[src/rtl/vend_if.sv]
// vend_if: balance/selection inputs and dispense/change outputs of the vending transaction controller
interface vend_if #(parameter int WIDTH = 4);
  logic [WIDTH-1:0] balance;
  logic             sel_valid;
  logic [1:0]       sel_item;
  logic             cancel;
  logic             clear_en;
  logic             coin_lock;
  logic             dispense_valid;
  logic [1:0]       dispense_item;
  logic             change_valid;
  logic [WIDTH-1:0] change_value;
  logic             reject;
  logic             busy;
  modport master (
    output balance, sel_valid, sel_item, cancel,
    input  clear_en, coin_lock, dispense_valid, dispense_item, change_valid, change_value, reject, busy
  );
  modport slave (
    input  balance, sel_valid, sel_item, cancel,
    output clear_en, coin_lock, dispense_valid, dispense_item, change_valid, change_value, reject, busy
  );
endinterface

[src/rtl/vend_controller.sv]
// vend_controller: selection/cancel transaction FSM with dispense, change and balance clear; VEND_TIMEOUT_EN adds idle auto-refund
module vend_controller #(
  parameter int WIDTH           = 4,
  parameter int PRICE0          = 5,
  parameter int PRICE1          = 7,
  parameter int PRICE2          = 3,
  parameter int PRICE3          = 0,
  parameter int DISPENSE_CYCLES = 4,
  parameter int TIMEOUT_CYCLES  = 64
) (
  input logic   clk,
  input logic   reset_n,
  vend_if.slave bus
);
  typedef enum logic [2:0] {IDLE, CHECK, DISPENSE, FINISH, REFUND} state_t;
  state_t           state;
  logic [1:0]       item;
  logic [WIDTH-1:0] price;
  logic [WIDTH-1:0] snap;
  logic [3:0]       cnt;
  logic             lock;
  logic             timeout;
  logic [WIDTH-1:0] sel_price;
  assign bus.coin_lock = lock;
  assign bus.busy      = lock;
  // price table lookup for the item being selected
  always_comb sel_price = bus.sel_item == 2'd0 ? WIDTH'(PRICE0) :
                          bus.sel_item == 2'd1 ? WIDTH'(PRICE1) :
                          bus.sel_item == 2'd2 ? WIDTH'(PRICE2) : WIDTH'(PRICE3);
`ifdef VEND_TIMEOUT_EN
  localparam int TW = $clog2(TIMEOUT_CYCLES + 1);
  logic [TW-1:0]    idle_cnt;
  logic [WIDTH-1:0] bal_q;
  logic             counting;
  // a cycle counts toward timeout only while idle with unchanged nonzero credit and no request
  always_comb counting = state == IDLE && bus.balance != '0 && bus.balance == bal_q && !bus.sel_valid && !bus.cancel;
  always_comb timeout = counting && idle_cnt == TW'(TIMEOUT_CYCLES - 1);
  // idle counter restarts on any credit change, request, or activity
  always_ff @(posedge clk or negedge reset_n)
    if (!reset_n) begin
      idle_cnt <= '0;
      bal_q    <= '0;
    end else begin
      bal_q    <= bus.balance;
      idle_cnt <= counting && !timeout ? idle_cnt + 1'b1 : '0;
    end
`else
  assign timeout = TIMEOUT_CYCLES < 0;
`endif
  // transaction sequencing; every output is registered on the transition that produces it
  always_ff @(posedge clk or negedge reset_n)
    if (!reset_n) begin
      state              <= IDLE;
      item               <= '0;
      price              <= '0;
      snap               <= '0;
      cnt                <= '0;
      lock               <= 1'b0;
      bus.clear_en       <= 1'b0;
      bus.dispense_valid <= 1'b0;
      bus.dispense_item  <= '0;
      bus.change_valid   <= 1'b0;
      bus.change_value   <= '0;
      bus.reject         <= 1'b0;
    end else begin
      bus.clear_en     <= 1'b0;
      bus.change_valid <= 1'b0;
      bus.change_value <= '0;
      bus.reject       <= 1'b0;
      case (state)
        IDLE:
          if ((bus.cancel || timeout) && bus.balance != '0) begin
            state            <= REFUND;
            lock             <= 1'b1;
            bus.clear_en     <= 1'b1;
            bus.change_valid <= 1'b1;
            bus.change_value <= bus.balance;
          end else if (bus.sel_valid) begin
            state <= CHECK;
            lock  <= 1'b1;
            item  <= bus.sel_item;
            price <= sel_price;
          end
        CHECK: begin
          snap <= bus.balance;
          if (price == '0 || bus.balance < price) begin
            state      <= IDLE;
            lock       <= 1'b0;
            bus.reject <= 1'b1;
          end else begin
            state              <= DISPENSE;
            cnt                <= 4'(DISPENSE_CYCLES - 1);
            bus.dispense_valid <= 1'b1;
            bus.dispense_item  <= item;
          end
        end
        DISPENSE:
          if (cnt == '0) begin
            state              <= FINISH;
            bus.dispense_valid <= 1'b0;
            bus.dispense_item  <= '0;
            bus.clear_en       <= 1'b1;
            bus.change_valid   <= snap != price;
            bus.change_value   <= snap - price;
          end else cnt <= cnt - 1'b1;
        default: begin
          state <= IDLE;
          lock  <= 1'b0;
        end
      endcase
    end
endmodule

[src/flat_wrapper.sv]
// flat-port wrapper written by rule: the top's interface ports become plain ports
module vend_controller_flat 
#(
  parameter int WIDTH           = 4,
  parameter int PRICE0          = 5,
  parameter int PRICE1          = 7,
  parameter int PRICE2          = 3,
  parameter int PRICE3          = 0,
  parameter int DISPENSE_CYCLES = 4,
  parameter int TIMEOUT_CYCLES  = 64
)
  (clk, reset_n, bus_balance, bus_sel_valid, bus_sel_item, bus_cancel, bus_clear_en, bus_coin_lock, bus_dispense_valid, bus_dispense_item, bus_change_valid, bus_change_value, bus_reject, bus_busy);
  vend_if #(.WIDTH(WIDTH)) bus_i ();
  input logic clk;
  input logic reset_n;
  input wire logic [$bits(bus_i.balance)-1:0] bus_balance;
  input wire logic [$bits(bus_i.sel_valid)-1:0] bus_sel_valid;
  input wire logic [$bits(bus_i.sel_item)-1:0] bus_sel_item;
  input wire logic [$bits(bus_i.cancel)-1:0] bus_cancel;
  output wire logic [$bits(bus_i.clear_en)-1:0] bus_clear_en;
  output wire logic [$bits(bus_i.coin_lock)-1:0] bus_coin_lock;
  output wire logic [$bits(bus_i.dispense_valid)-1:0] bus_dispense_valid;
  output wire logic [$bits(bus_i.dispense_item)-1:0] bus_dispense_item;
  output wire logic [$bits(bus_i.change_valid)-1:0] bus_change_valid;
  output wire logic [$bits(bus_i.change_value)-1:0] bus_change_value;
  output wire logic [$bits(bus_i.reject)-1:0] bus_reject;
  output wire logic [$bits(bus_i.busy)-1:0] bus_busy;
  assign bus_i.balance = bus_balance;
  assign bus_i.sel_valid = bus_sel_valid;
  assign bus_i.sel_item = bus_sel_item;
  assign bus_i.cancel = bus_cancel;
  assign bus_clear_en = bus_i.clear_en;
  assign bus_coin_lock = bus_i.coin_lock;
  assign bus_dispense_valid = bus_i.dispense_valid;
  assign bus_dispense_item = bus_i.dispense_item;
  assign bus_change_valid = bus_i.change_valid;
  assign bus_change_value = bus_i.change_value;
  assign bus_reject = bus_i.reject;
  assign bus_busy = bus_i.busy;
  vend_controller #(.WIDTH(WIDTH), .PRICE0(PRICE0), .PRICE1(PRICE1), .PRICE2(PRICE2), .PRICE3(PRICE3), .DISPENSE_CYCLES(DISPENSE_CYCLES), .TIMEOUT_CYCLES(TIMEOUT_CYCLES)) u_core (.clk(clk), .reset_n(reset_n), .bus(bus_i));
endmodule
[config.mk]
export PLATFORM = sky130hd
export DESIGN_NAME = vend_controller_flat
export DESIGN_NICKNAME = d
export VERILOG_FILES = /design/src/rtl/vend_if.sv /design/src/rtl/vend_controller.sv /design/src/flat_wrapper.sv
export SDC_FILE = /design/constraint.sdc
export NUM_CORES = 1
export LEC_CHECK = 0
export CORE_MARGIN = 2
export CORE_UTILIZATION = 37
export DETAILED_ROUTE_END_ITERATION = 10
export GPL_TIMING_DRIVEN = 0
export PLACE_DENSITY_LB_ADDON = 0.12
export SYNTH_ARGS = -nofsm -noshare
export SYNTH_HDL_FRONTEND = slang
export SYNTH_SLANG_ARGS = --single-unit
[constraint.sdc]
create_clock -name clk -period 2.15 [get_ports clk]
set_input_delay 0.3225 -clock clk [delete_from_list [all_inputs] [get_ports clk]]
set_output_delay 0.3225 -clock clk [all_outputs]
set_load 0.005 [all_outputs]
==> run metrics, run 1 <==
io pins 22; setup TNS 0 ps; Required @ worst endpoint around 2300 ps; Synth Area in Compound Gates between 10% and 20%; drt pass-1 iters 4; # rows 22; clk_lat worst skew between 200 and 300 ps; fin cells 206; Critical Path AT between 2000 and 2500 ps; antenna viol nets, final 0; Hold-fix buffers, CTS 0; Post-Synth Simple-Gate Area 19.4%; post-synth design cell area ~1400 um2; total CTS buffers 3; Synth Area in Adders 9.50%; element type at the critical path end flip-flop; first-pass GRT wire length 4520 um; Least-Margin Pin Slew roughly 650 ps; Worst setup startpoint bus_balance[2]; launching point of the worst reg2reg path u_core.cnt[1]; total number of vias ~1,000; DIE HEIGHT 65.4 um; RSZ-0062 raised after global routing false; # nets final 179; Routed WL about 2700 um; Max FO, Critical Path 5; LEAKAGE roughly 0.0008 uW; sequential share of the synthesized area just under 50%; Crit Path Class input port to flip-flop; Clock Skew 5.47 ps; Synth warnings 0; multiplexer area fraction after synthesis approximately 1.6%; XOR/XNOR share of the synthesized area 0.627%; global-route usage over all layers approximately 14%; Post-route DRC 0; main combinational cell family by area after synthesis simple AND/OR/NAND/NOR gates; core area around 3600 um2; slowest cell on the critical path clkdlybuf4s50_1; max cap viols 0; Worst Setup EP u_core.cnt[0]; residual overflow from global routing 0; Gate Count Post-Synth around 130; Final Cycle Share between 80 and 90%; Final Wtd Congestion 0.880; Detailed Route Iter0 Violations 26; drt wl/cell ~13 um; setup bufs post-CTS 0; pin count of the biggest net entering global routing 28; vias in the first global route about 1,000; root buf cell clkbuf_8; critical path, cell by cell clkdlybuf4s50_1 > ha_1 > a211oi_1 > o21ai_2 > a21oi_4 > o22ai_1; H-Tree Depth 1; Final Hold Violating Endpoints 0; clk sinks 27; Starting Density ~38%; Fillers 355; initial antenna violation count 0; PortBufs 21; Vias per Instance 5.02; Inserted Diodes 0; Peak VDD IR around 0.48 mV; share of layout cells above drive strength 1 between 10% and 20%; Critical Path Max Stage Delay 490 ps; Cell variety after synth 39; status completed; Max-slew headroom a little under three fifths; Syn Nets about 150; clock slew at reported path FFs approximately 90 ps; HPWL after DPL 2060 um; CTS resizes 0; Max Freq roughly 0.53 GHz; r2r endpoint u_core.bus.change_value[2]; Yosys reg bits 27; CTS Buffer Depth 2; minimum clock period roughly 1900 ps; HP Class input port to asynchronous set/reset pin; R2R cell count 7; Chip Width 65.4 um; placed instance count ~200; Power, Total around 2100 uW; CTS tree done; CP Launch Type input port; Max Slew Vio Count 0; area delta synth->final 23.7%; Setup Viol. Count Final 0; reg2reg setup slack roughly 400 ps; Power Dens Cells ~1200 nW/um2; DIE AREA ~4300 um2; syn avg cell area 10.6 um2
[power by group]
part           total [uW]  switching, uW  internal, uW
Clock                 279            147           133
Combinational         943            460           483
Sequential            856            149           707
[worst min-delay path by stage]
stage                                       endpoint  slack [ps]  cells after the start                       from
after floorplan                      u_core.bus.busy          30                      0                    reset_n
after global placement     u_core.bus.dispense_valid         470                      2  u_core.bus.dispense_valid
after detailed placement   u_core.bus.dispense_valid         470                      2  u_core.bus.dispense_valid
after CTS                  u_core.bus.dispense_valid         490                      2  u_core.bus.dispense_valid
after global routing                 u_core.state[1]         490                      1                    reset_n
final                     u_core.bus.change_value[2]         450                      1                    reset_n
[kinds of logic after synthesis]
| logic type | after synthesis |
|---|---|
| AO/OA/AOI/OAI | 30 |
| XOR/XNOR | 1 |
| adder cells (fa/ha/maj) | 10 |
| buffers and inverters | 14 |
| flip-flops | 27 |
| multiplexers | 2 |
| AND/OR/NAND/NOR | 48 |
[flip-flops by register name (all words and copies together) (netlist names)]
| signal | flops |
|---|---|
| u_core.bus.change_value | 4 |
| u_core.cnt | 4 |
| u_core.snap | 4 |
| u_core.price | 3 |
| u_core.state | 3 |
| u_core.bus.dispense_item | 2 |
| u_core.item | 2 |
| u_core.bus.busy | 1 |
| u_core.bus.change_valid | 1 |
| u_core.bus.clear_en | 1 |
| u_core.bus.dispense_valid | 1 |
| u_core.bus.reject | 1 |
[critical path, delay by kind of cell]
kind | cells | cell delay (ps)
compound gates | 4 | 860
fa+ha+maj | 1 | 340
buf+inv | 1 | 490
[cell usage after synthesis]
cell type	n	area [um2]
o21a_1	3	22.5
and2b_4	1	10.0
and3_2	1	7.51
o21ai_2	1	8.76
a221oi_2	1	15.0
dfrtp_1	27	676
buf_6	1	11.3
nor3b_2	1	12.5
a21o_1	1	7.51
ha_1	9	113
nand2_1	19	71.3
a21oi_1	2	10.0
and4_1	1	8.76
nand3_1	5	25.0
nor2_1	2	7.51
nor3b_4	1	18.8
nor2b_1	4	25.0
or2b_1	1	7.51
nand2_2	1	6.26
xor2_1	1	8.76
buf_4	1	7.51
or3_1	1	6.26
nand2b_1	2	12.5
nor4_1	1	6.26
o41ai_2	1	16.3
o22a_1	1	8.76
nor4b_1	1	8.76
o22ai_1	2	12.5
a21oi_4	1	16.3
nor3_1	4	20.0
or3b_2	1	8.76
fa_1	1	20.0
mux2_2	2	22.5
o21ai_0	10	50.1
a211o_1	2	17.5
inv_1	12	45.0
a211oi_1	3	22.5
nor3b_1	1	7.51
o211ai_1	2	15.0
[layout by cell type (no fill, tap or decap), types with 2 or more instances in the layout]
cell type	instances
a211o_1	2
a211oi_1	3
a21oi_1	2
clkbuf_8	3
clkdlybuf4s50_1	21
dfrtp_1	27
ha_1	9
inv_1	12
mux2_2	2
nand2_1	19
nand2b_1	2
nand3_1	5
nor2_1	2
nor2b_1	4
nor3_1	4
o211ai_1	2
o21a_1	3
o21ai_0	10
o22ai_1	2
[cell type report]
cell class | instances | area [um2] | area share [%]
multi-input cells | 91 | 657 | 38.0
repair buffers | 22 | 225 | 13.0
plain buffers | 2 | 18.8 | 1.09
inverters | 12 | 45.0 | 2.61
clock buffers | 4 | 45.0 | 2.61
well taps | 48 | 60.1 | 3.48
flip-flops and latches | 27 | 676 | 39.1
[routing by layer]
metal	global-route usage, %	wire, um	share of wire (%)
met4	5.99	48	1.8
met2	21.9	1310	48
met1	18.6	1270	47
met3	2.23	75	2.8
met5	0	0	0
[metrics by stage]
stage / setup slack [ps] / util, % / hold slack [ps] / cell area [um2]
floorplan: 617 / - / 26.9 / 1400
global placement: 9.02 / 45.9 / 468 / 1670
detailed placement: -6.76 / 45.9 / 471 / 1670
CTS: 277 / 47.1 / 494 / 1710
global route: 203 / 47.5 / 493 / 1730
finish: 266 / 47.5 / 451 / 1730
Power figures use the tool's default switching activity.
==> inputs of run 2 (changes only) <==
--- a/config.mk
+++ b/config.mk
@@ -6,10 +6,11 @@
 export NUM_CORES = 1
 export LEC_CHECK = 0
 export CORE_MARGIN = 2
-export CORE_UTILIZATION = 37
+export CORE_UTILIZATION = 34
 export DETAILED_ROUTE_END_ITERATION = 10
 export GPL_TIMING_DRIVEN = 0
 export PLACE_DENSITY_LB_ADDON = 0.12
+export RECOVER_POWER = 25
 export SYNTH_ARGS = -nofsm -noshare
 export SYNTH_HDL_FRONTEND = slang
 export SYNTH_SLANG_ARGS = --single-unit
==> run 2 against run 1 <==
Effect of this change:
- sequential cell count stayed put
- cell count is 0.49% higher
- largest power group unchanged
- sequential share of layout area increased by 0.43 points
- critical endpoint unchanged
- routed wire length rose by 2.8%
- worst setup slack improved by 39 ps
- sequential power barely moved
==> run metrics, run 2 (synthesis gave the netlist of run 1 again) <==
status completed; Required @ worst endpoint about 2300 ps; CTS tree done; family with the most delay on the worst path compound AO/OA/AOI/OAI gates; Vias per Instance approximately 5.0; max cap viols 0; initial antenna violation count 0; antenna viol nets, final 0; global-route usage over all layers 13.9%; residual overflow from global routing 0; Regs by FF count u_core.bus.change_value: 4 flops, u_core.cnt: 4 flops, u_core.snap: 4 flops; vias in the first global route just over 1,000; CTS resizes 0; Max-slew headroom approximately 5%; PortBufs 21; Power Dens Cells roughly 1200 nW/um2; Critical Path AT around 2000 ps; RSZ-0062 raised after global routing false; placed instance count between 200 and 250; Final Cycle Share between 80% and 90%; area delta synth->final 22.3%; slowest cell on the critical path clkdlybuf4s50_1; total number of vias 1,038; minimum clock period around 1800 ps; core area between 3000 and 4000 um2; Max Freq 0.542 GHz; root buf cell clkbuf_8; most common cell after layout, fill and taps aside dfrtp_1; Final Hold Violating Endpoints 0; HP Class input port to asynchronous set/reset pin; Clock Skew 3.11 ps; reg2reg setup slack about 430 ps; Critical path buffers and inverters 1; Least-Margin Pin Slew around 1400 ps; Inserted Diodes 0; Hold-fix buffers, CTS 0; CTS Buffer Depth 2; io pins 22; Detailed Route Iter0 Violations 50; clk sinks 27; Setup Viol. Count Final 0; HPWL after DPL between 2000 and 2500 um; total CTS buffers 3; critical path, cell by cell clkdlybuf4s50_1 > ha_1 > a211oi_1 > o21ai_2 > a21oi_4 > o22ai_1; drt wl/cell approximately 13 um; Chip Width ~68 um; clk_lat worst skew approximately 270 ps; setup TNS 0 ps; Critical Path Max Stage Delay roughly 480 ps; H-Tree Depth 1; # rows 23; DIE HEIGHT just under 70 um; commonest non-fill, non-tap cells in the layout 27 x dfrtp_1, 20 x clkdlybuf4s50_1, 19 x nand2_1; CP Launch Type input port; Fin Hold WS between 300 and 400 ps; fin cells around 210; LEAKAGE ~0.00079 uW; Final Wtd Congestion approximately 0.84; launching point of the worst reg2reg path u_core.price[1]; first-pass GRT wire length around 4800 um; Max Slew Vio Count 0; pin count of the biggest net entering global routing 28; share of layout cells above drive strength 1 approximately 11%; clock slew at reported path FFs around 90 ps; DIE AREA ~4600 um2; Worst setup startpoint bus_balance[2]; fin util ~43%; Crit Path Class input port to flip-flop; drt pass-1 iters 4; Max FO, Critical Path 5; Starting Density between 30% and 40%; Routed WL 2780 um; element type at the critical path end flip-flop; # nets final between 150 and 200; setup bufs post-CTS 0; Peak VDD IR about 0.43 mV; Post-route DRC 0
[run 2: cell types whose count changed in the layout (fill, tap and decap cells not counted)]
cell             before  now
buf_8                 1    0
clkbuf_1              1    2
clkdlybuf4s50_1      21   20
[run 2: area by class of cell]
class	count	area, um2
Inverter	12	45.0
Tap cell	50	62.6
Buffer	2	18.8
Clock buffer	4	45.0
Timing Repair Buffer	21	204
Multi-Input combinational cell	91	657
Sequential cell	27	676
Fill cell	371	2260
[run 2: worst reg2reg max path: cells and delay by family (launching register included)]
family	cells	cell delay [ps]
buf+inv	1	90
flops	1	440
fa+ha+maj	1	190
compound gates	4	870
[run 2: routing by layer]
metal / GRT usage (%) / up-vias / routed length [um]
met3: 1.97 / 4 / 72
met5: 0 / - / 0
met1: 17.9 / 504 / 1310
met2: 23.2 / 14 / 1350
li1: - / 516 / -
met4: 6.00 / 0 / 43
[run 2: final timing paths]
check                                             to  depth (start not counted)
max                                    u_core.cnt[0]                          6
min reg2reg                u_core.bus.dispense_valid                          2
min                                    u_core.cnt[2]                          1
max reg2reg                            u_core.cnt[0]                          6
min in group clk           u_core.bus.dispense_valid                          2
max in group asynchronous            u_core.price[2]                          1
[run 2: power breakdown]
part           switching (uW)  internal, uW  total [uW]
logic                     461           482         942
clock network             155           133         288
registers                 152           707         859
total                     768          1320        2090
[run 2: stage by stage]
| stage | setup slack (ps) | total power (uW) | cell area (um2) |
|---|---|---|---|
| 2_1_floorplan | 617 | 1460 | 1400 |
| 5_1_grt | 145 | 2280 | 1710 |
| 3_5_place_dp | 7.59 | 1820 | 1670 |
| 4_1_cts | 302 | 2120 | 1710 |
| 6_report | 304 | 2090 | 1710 |
| 3_3_place_gp | 3.68 | 1790 | 1670 |
